## src/rtl/mul_accum.sv

```systemverilog
// Multiply-accumulate run controller: sums N_SAMPLES products arriving LAT cycles after their operands.
// Optional feature macro MUL_ACCUM_SAT_EN: saturate sum on overflow instead of wrapping.
module mul_accum #(
    parameter int ACC_W     = 8,
    parameter int N_SAMPLES = 4,
    parameter int LAT       = 4
) (
    input  logic             clk,
    input  logic             rst,
    input  logic             start,
    input  logic             in_valid,
    input  logic [3:0]       p,
    output logic [ACC_W-1:0] sum,
    output logic             sum_valid,
    output logic             busy,
    output logic             ovf,
    output logic [1:0]       dbg_state_o
);

    localparam int               CNT_W  = $clog2(N_SAMPLES + 1);
    localparam logic [CNT_W-1:0] N_LAST = CNT_W'(N_SAMPLES);

    typedef enum logic [1:0] {
        S_IDLE  = 2'd0,
        S_RUN   = 2'd1,
        S_DRAIN = 2'd2,
        S_DONE  = 2'd3
    } state_t;

    state_t           state_q;
    logic [CNT_W-1:0] launch_q, launch_d;
    logic [CNT_W-1:0] accept_q, accept_d;
    logic [LAT-1:0]   vld_q, vld_d;
    logic [ACC_W-1:0] sum_q, sum_d;
    logic             ovf_q, ovf_d;
    logic             sum_valid_q;
    logic             busy_q;

    logic             launch;
    logic             accept;
    logic [ACC_W:0]   add_full;

    // in_valid has no backpressure: an operand pair counts only on the cycle it is
    // high while RUN still has launches left; its product must be on p exactly LAT
    // cycles later, when the matching delay-line bit reaches the output.
    assign launch   = in_valid && (state_q == S_RUN) && (launch_q < N_LAST);
    assign accept   = vld_q[LAT-1] && ((state_q == S_RUN) || (state_q == S_DRAIN));
    assign add_full = {1'b0, sum_q} + {{(ACC_W-3){1'b0}}, p};

    generate
        if (LAT == 1) begin : g_lat1
            assign vld_d = launch;
        end else begin : g_latn
            assign vld_d = {vld_q[LAT-2:0], launch};
        end
    endgenerate

    always_comb begin
        launch_d = launch_q;
        accept_d = accept_q;
        sum_d    = sum_q;
        ovf_d    = ovf_q;
        if (launch) begin
            launch_d = launch_q + 1'b1;
        end
        if (accept) begin
            accept_d = accept_q + 1'b1;
            if (add_full[ACC_W]) begin
                ovf_d = 1'b1;
`ifdef MUL_ACCUM_SAT_EN
                // Once clamped, every further add carries again, so sum stays at max.
                sum_d = '1;
`else
                sum_d = add_full[ACC_W-1:0];
`endif
            end else begin
                sum_d = add_full[ACC_W-1:0];
            end
        end
    end

    always_ff @(posedge clk or posedge rst) begin
        if (rst) begin
            state_q     <= S_IDLE;
            launch_q    <= '0;
            accept_q    <= '0;
            vld_q       <= '0;
            sum_q       <= '0;
            ovf_q       <= 1'b0;
            sum_valid_q <= 1'b0;
            busy_q      <= 1'b0;
        end else begin
            vld_q       <= vld_d;
            sum_valid_q <= 1'b0;
            case (state_q)
                S_IDLE: begin
                    if (start) begin
                        state_q  <= S_RUN;
                        busy_q   <= 1'b1;
                        sum_q    <= '0;
                        ovf_q    <= 1'b0;
                        launch_q <= '0;
                        accept_q <= '0;
                    end
                end
                S_RUN: begin
                    launch_q <= launch_d;
                    accept_q <= accept_d;
                    sum_q    <= sum_d;
                    ovf_q    <= ovf_d;
                    if (launch && (launch_d == N_LAST)) begin
                        state_q <= S_DRAIN;
                    end
                end
                S_DRAIN: begin
                    accept_q <= accept_d;
                    sum_q    <= sum_d;
                    ovf_q    <= ovf_d;
                    if (accept && (accept_d == N_LAST)) begin
                        state_q     <= S_DONE;
                        busy_q      <= 1'b0;
                        sum_valid_q <= 1'b1;
                    end
                end
                S_DONE: begin
                    state_q <= S_IDLE;
                end
                default: begin
                    state_q <= S_IDLE;
                    busy_q  <= 1'b0;
                end
            endcase
        end
    end

    assign sum         = sum_q;
    assign sum_valid   = sum_valid_q;
    assign busy        = busy_q;
    assign ovf         = ovf_q;
    assign dbg_state_o = state_q;

endmodule

```

## config.mk

```make
export PLATFORM = sky130hd
export DESIGN_NAME = mul_accum
export DESIGN_NICKNAME = d
export VERILOG_FILES = /design/src/rtl/mul_accum.sv
export SDC_FILE = /design/constraint.sdc
export NUM_CORES = 1
export LEC_CHECK = 0
export BUFFER_PORTS_ARGS = -buffer_cell sky130_fd_sc_hd__buf_2
export CELL_PAD_IN_SITES_DETAIL_PLACEMENT = 0
export CELL_PAD_IN_SITES_GLOBAL_PLACEMENT = 1
export CORE_ASPECT_RATIO = 1.5
export CORE_MARGIN = 2
export CORE_UTILIZATION = 42
export CTS_BUF_LIST = sky130_fd_sc_hd__clkbuf_8 sky130_fd_sc_hd__clkbuf_16
export CTS_CLUSTER_DIAMETER = 80
export DETAILED_ROUTE_END_ITERATION = 8
export PLACE_DENSITY_LB_ADDON = 0.2
export SLEW_MARGIN = 5
export SYNTH_ARGS = -nofsm -noshare
export SYNTH_HDL_FRONTEND = slang
export SYNTH_SLANG_ARGS = --single-unit
```

## constraint.sdc

```tcl
create_clock -name clk -period 2.5 [get_ports clk]
set_input_delay 0.125 -clock clk [delete_from_list [all_inputs] [get_ports clk]]
set_output_delay 0.125 -clock clk [all_outputs]
set_load 0.01 [all_outputs]
```

==> results of run 1 <==
sequential cells by signal (all words and copies together), names as in the netlist:
name / count
ovf: 1
vld_q: 4
sum: 8
sum_valid: 1
launch_q: 3
dbg_state_o: 2
busy: 1
accept_q: 3
cell usage after synthesis, types with 2 or more instances:
cell and count:
ha_1 9, o21a_1 2, inv_1 14, a22o_1 3, o21ai_0 14, nand3_1 5, nand2b_1 5, nand2_1 14
a21oi_1 5, xnor2_1 3, a31oi_1 2, nor2_1 6, mux2i_1 2, a211oi_1 2, dfrtp_1 23
how the worst max path moves through the flow:
stage | from | to | cells after the start
after floorplan | dbg_state_o[0] | dbg_state_o[1] | 6
after global placement | dbg_state_o[0] | dbg_state_o[1] | 6
after detailed placement | dbg_state_o[0] | dbg_state_o[1] | 6
after CTS | dbg_state_o[0] | dbg_state_o[1] | 6
after global routing | dbg_state_o[0] | dbg_state_o[1] | 6
final | dbg_state_o[0] | dbg_state_o[1] | 6
report_power, final:
part,internal (mW),total (mW),switching (mW)
clock network,0.111,0.230,0.118
logic,0.318,0.783,0.465
registers,0.463,0.542,0.0786
total,0.893,1.55,0.662
logic make-up after synthesis:
family	share of synthesized area
muxes	0.03282
AOI/OAI and AO/OA	0.1911
xor gates and xnor gates	0.02027
adders and majority gates	0.1023
and+or+nand+nor	0.1516
DFF	0.4440
buffers and inverters	0.05791
metrics by stage:
step | total power [mW] | util | cells
floorplan | 1.138 | - | 135
global placement | 1.316 | 0.4923 | 192
detailed placement | 1.335 | 0.4923 | 192
CTS | 1.579 | 0.5082 | 196
global route | 1.695 | 0.5082 | 196
finish | 1.555 | 0.5082 | 196
layout make-up:
class,instances,area [um^2]
Multi-Input combinational cell,94,645.6
Fill cell,306,1433
Clock inverter,1,5.005
Inverter,15,56.30
Clock buffer,3,41.29
Sequential cell,23,575.6
Timing Repair Buffer,21,107.6
Tap cell,39,48.80
routing by layer:
layer	global-route usage	wire length, um	vias up
li1	-	-	519
met4	0.05714	34	0
met2	0.3048	1388	25
met1	0.1916	1098	499
met3	0.02469	86	4
met5	0	0	-
layout by cell type (no fill, tap or decap), types with 3 or more instances in the layout:
| master | synthesis | routed |
|---|---|---|
| xnor2_1 | 3 | 3 |
| nand2_1 | 14 | 14 |
| ha_1 | 9 | 9 |
| nor2_1 | 6 | 6 |
| a22o_1 | 3 | 3 |
| nand2b_1 | 5 | 5 |
| o21ai_0 | 14 | 14 |
| dfrtp_1 | 23 | 23 |
| a21oi_1 | 5 | 5 |
| nand3_1 | 5 | 5 |
| clkbuf_8 | 0 | 3 |
| buf_2 | 0 | 20 |
| inv_1 | 14 | 14 |
worst max-delay path, stage by stage, from the launching register on:
cell and delay [ps]:
dfrtp_1 390, inv_1 80, ha_1 310, nand2_1 80, or4_4 510, a211oi_2 270
mux2_1 350
==> metrics, run 1 <==
Vias=1047; clock slew at reported path FFs=80 ps; final antenna-violating net count=0; DP HPWL=2027 um; kind of critical path=flip-flop to flip-flop; setup TNS=0 ps; drt total wl=2608 um; drt wl/cell=13.31 um; pre-CTS setup slack=416.9 ps; DR vias/cell=5.342; Core Region=2913 um^2; number of flops mapped to enable cells by yosys=0; CTS Hold Bufs=0; CTS sink count=23; CTS Buf Count=3; share of post-route cells with drive strength above 1=0.1911; required time of the critical path=2650 ps; worst slew pin tran=883.3 ps; reg2reg start=dbg_state_o[0]; diode count=0; crit path launch type=flip-flop; CP max FO=4; GP Congestion=0.7476; Final Hold Viols=0; # H-tree levels=1; Tmin final=2100 ps; CTS tree=built; pwr/cell area=1050 nW/um^2; register area share after synthesis=0.4440; synth unique cells=41; Layout Nets=176; crit end category=flip-flop; number of max-cap violations=0; post-synth top area cell=dfrtp_1; post-route clock period utilization=0.8402; Yosys top cell area share=0.4440; synth-to-layout area growth=14.19%; DR pass1 iterations=4; Initial Utilization=0.4450; Resized cells post-CTS=0; Critical R2R Capture=dbg_state_o[1]; Leak=0.7055 nW; total setup buffers inserted after CTS=0; Die H=72.04 um; worst ir drop on vdd=0.8795 mV; clk buf depth=2; number of remaining DRC errors=0; site row count=24; number of global-route vias before repair=1017; grt ovf=0; Rel. slew slack=0.4105; die width=49.36 um; Post-Syn Area=1296 um^2; Max Slew Vio Count=0; Synth async-reset ratio=1.000; initial antenna violation count=0; Cells after Synth=135; FF+latch count, synth=23; Root Buffer=clkbuf_8; Final Skew=3.244 ps; GRT Overall Usage=0.1649; Synth area leaders=dfrtp_1, ha_1, o21ai_0; # IOs=21; IO buf count=20; Detailed Route Iter0 Violations=12; setup ws final=399.6 ps; endpoints failing setup=0; global-route wire length before repair=4560 um; status=finished, final reports clean; HP Class=input pin to async pin; clock latency on the worst-skew pair=260 ps; fmax=476.1 MHz; Worst EP arrival=2250 ps; largest net degree at the start of global routing=24; top_reg_cell synth=dfrtp_1; die area=3556 um^2; Final Hold Slack=35.60 ps; Syn Area/Cell=9.602 um^2; Worst R2R Setup Slack=400 ps; dpl cell area=1434 um^2; Ys Warns=0; syn nets=153; worst reg2reg path depth=6; RSZ-0062 raised after global routing=false; design area=1480 um^2
Note: power is estimated with default switching activity, not from simulation.
==> run 2, diff against run 1 <==
--- a/config.mk
+++ b/config.mk
@@ -10,7 +10,7 @@
 export CELL_PAD_IN_SITES_GLOBAL_PLACEMENT = 1
 export CORE_ASPECT_RATIO = 1.5
 export CORE_MARGIN = 2
-export CORE_UTILIZATION = 42
+export CORE_UTILIZATION = 38
 export CTS_BUF_LIST = sky130_fd_sc_hd__clkbuf_8 sky130_fd_sc_hd__clkbuf_16
 export CTS_CLUSTER_DIAMETER = 80
 export DETAILED_ROUTE_END_ITERATION = 8
==> constraint.sdc (replaced) <==
create_clock -name clk -period 1.9 [get_ports clk]
set_input_delay 0.095 -clock clk [delete_from_list [all_inputs] [get_ports clk]]
set_output_delay 0.095 -clock clk [all_outputs]
set_load 0.01 [all_outputs]
==> run 2 against run 1 <==
Net effect: the run now ends with negative setup slack left; via count up 2.4%; largest cell class unchanged; setup slack got worse by 460 ps; combinational power grew 62%; routed wire length up 8.9%; worst hold slack better by 100 ps; clock power grew 31%; power up 45%; clock skew is 1.2 ps lower; cell count up 6.6%; critical path depth did not move; critical path type unchanged; final area rose by 7.4%.
==> metrics, run 2 (synthesized netlist as in run 1, its figures left out) <==
status=finished, violations left; failing checks=negative setup slack; Rel. slew slack=0.6656; GRT Overall Usage=0.1699; crit end category=flip-flop; Leak=0.7581 nW; logic gate share of total power=0.560; power share of the clock group=0.133; required time of the critical path=2050 ps; GP Congestion=0.7741; CP delay by family, top=simple AND/OR/NAND/NOR gates; CTS sink count=23; most frequent cells in the layout=dfrtp_1, buf_2, o21ai_0, nand2_1, inv_1; fmax=511.4 MHz; Final Skew=2.028 ps; Die H=75.53 um; Max Slew Vio Count=0; clk buf depth=2; setup ws final=-55.46 ps; dpl cell area=1510 um^2; grt ovf=0; switch share=0.4184; Detailed Route Iter0 Violations=20; number of remaining DRC errors=0; DR vias/cell=5.129; Vias=1072; drt wl/cell=13.58 um; worst ir drop on vdd=0.6772 mV; Final Hold Slack=137.6 ps; max reg flops=8; Crit-path slowest cell=or4_4; HP Class=input pin to flip-flop; commonest non-fill, non-tap cell in the layout=dfrtp_1; final antenna-violating net count=0; NetSw=0.9462 mW; slowest cell delay on critical path=500 ps; Pint=1.316 mW; kind of critical path=flip-flop to flip-flop; CP max FO=2; number of global-route vias before repair=1095; # H-tree levels=1; site row count=26; CTS Buf Count=3; crit path launch type=flip-flop; Final Hold Viols=0; initial antenna violation count=0; share of post-route cells with drive strength above 1=0.2695; post-route clock period utilization=1.029; Tmin final=1955 ps; worst path cell trace=inv_2 > ha_4 > nand2_2 > or4_4 > a211oi_4 > mux2_4; synth-to-layout area growth=22.68%; die width=51.69 um; Initial Utilization=0.3869; # IOs=21; sequential share of power=0.307; global-route wire length before repair=4940 um; Layout Nets=186; endpoints failing setup=1; final core utilization=0.4746; RSZ-0062 raised after global routing=true; worst slew pin tran=496.4 ps; pwr/cell area=1422 nW/um^2; IO buf count=20; crit path buf inv count=1; die area=3904 um^2; clock slew at reported path FFs=80 ps; diode count=0; Root Buffer=clkbuf_8; clock latency on the worst-skew pair=260 ps; Worst EP arrival=2110 ps; DP HPWL=2175 um; Core Region=3351 um^2; drt total wl=2839 um; design area=1590 um^2; DR pass1 iterations=4; CTS tree=built; largest net degree at the start of global routing=24; number of max-cap violations=0
run 2: changes by cell type in the layout (fill, tap and decap cells not counted), moves of 2 or more:
cell / before / now
nand2_2: 0 / 2
nand2_1: 14 / 12
inv_2: 0 / 2
buf_4: 1 / 10
inv_1: 14 / 12
run 2: final timing paths:
path,to,startpoint,depth (start not counted),slack [ps]
setup / recovery,dbg_state_o[1],dbg_state_o[0],6,-60
max in group asynchronous,sum[1],rst,4,1260
hold reg to reg,vld_q[2],vld_q[1],0,360
min in group asynchronous,vld_q[2],rst,4,410
hold / removal,launch_q[2],in_valid,3,140
setup reg to reg,dbg_state_o[1],dbg_state_o[0],6,-60
run 2: per-stage QoR:
stage / setup slack, ps / total power [mW] / setup TNS [ps] / cells
2_1_floorplan: -70.29 / 1.539 / -70.29 / 135
3_3_place_gp: 11.89 / 1.852 / 0 / 203
3_5_place_dp: -31.24 / 1.879 / -31.24 / 203
4_1_cts: -41.26 / 2.209 / -41.26 / 208
5_1_grt: -77.51 / 2.456 / -77.51 / 209
6_report: -55.46 / 2.262 / -55.46 / 209
run 2: worst min-delay path, cell delays in order:
cell	delay [ps]
buf_2	100
a31oi_1	70
nor2_1	100
run 2: per-layer routing:
metal / up-vias / part of all wire / track usage
met5: - / 0 / 0
met4: 0 / 0.015 / 0.07018
met3: 4 / 0.035 / 0.02941
met2: 18 / 0.54 / 0.3191
met1: 518 / 0.41 / 0.1866
li1: 532 / - / -
run 2: final cells by class:
cell class | count | area, um^2
Sequential cell | 23 | 575.6
Tap cell | 42 | 52.55
Clock buffer | 3 | 41.29
Inverter | 15 | 56.30
Clock inverter | 1 | 5.005
Multi-Input combinational cell | 94 | 674.4
Timing Repair Buffer | 31 | 185.2
Fill cell | 331 | 1760
run 2: power groups by stage:
stage	clock network, mW	logic, mW	registers [mW]
3_3_place_gp	0	1.16	0.693
4_1_cts	0.316	1.20	0.695
5_1_grt	0.333	1.41	0.710
2_1_floorplan	0	0.807	0.732
6_report	0.302	1.27	0.695
3_5_place_dp	0	1.17	0.704
run 2: timing repair:
item	in CTS	in global routing
hold buffers	1	0
hold endpoints to repair	23	0
endpoints found under the setup margin	1	3
buffers inserted	0	1
pin swaps	0	2
resized for setup	1	3
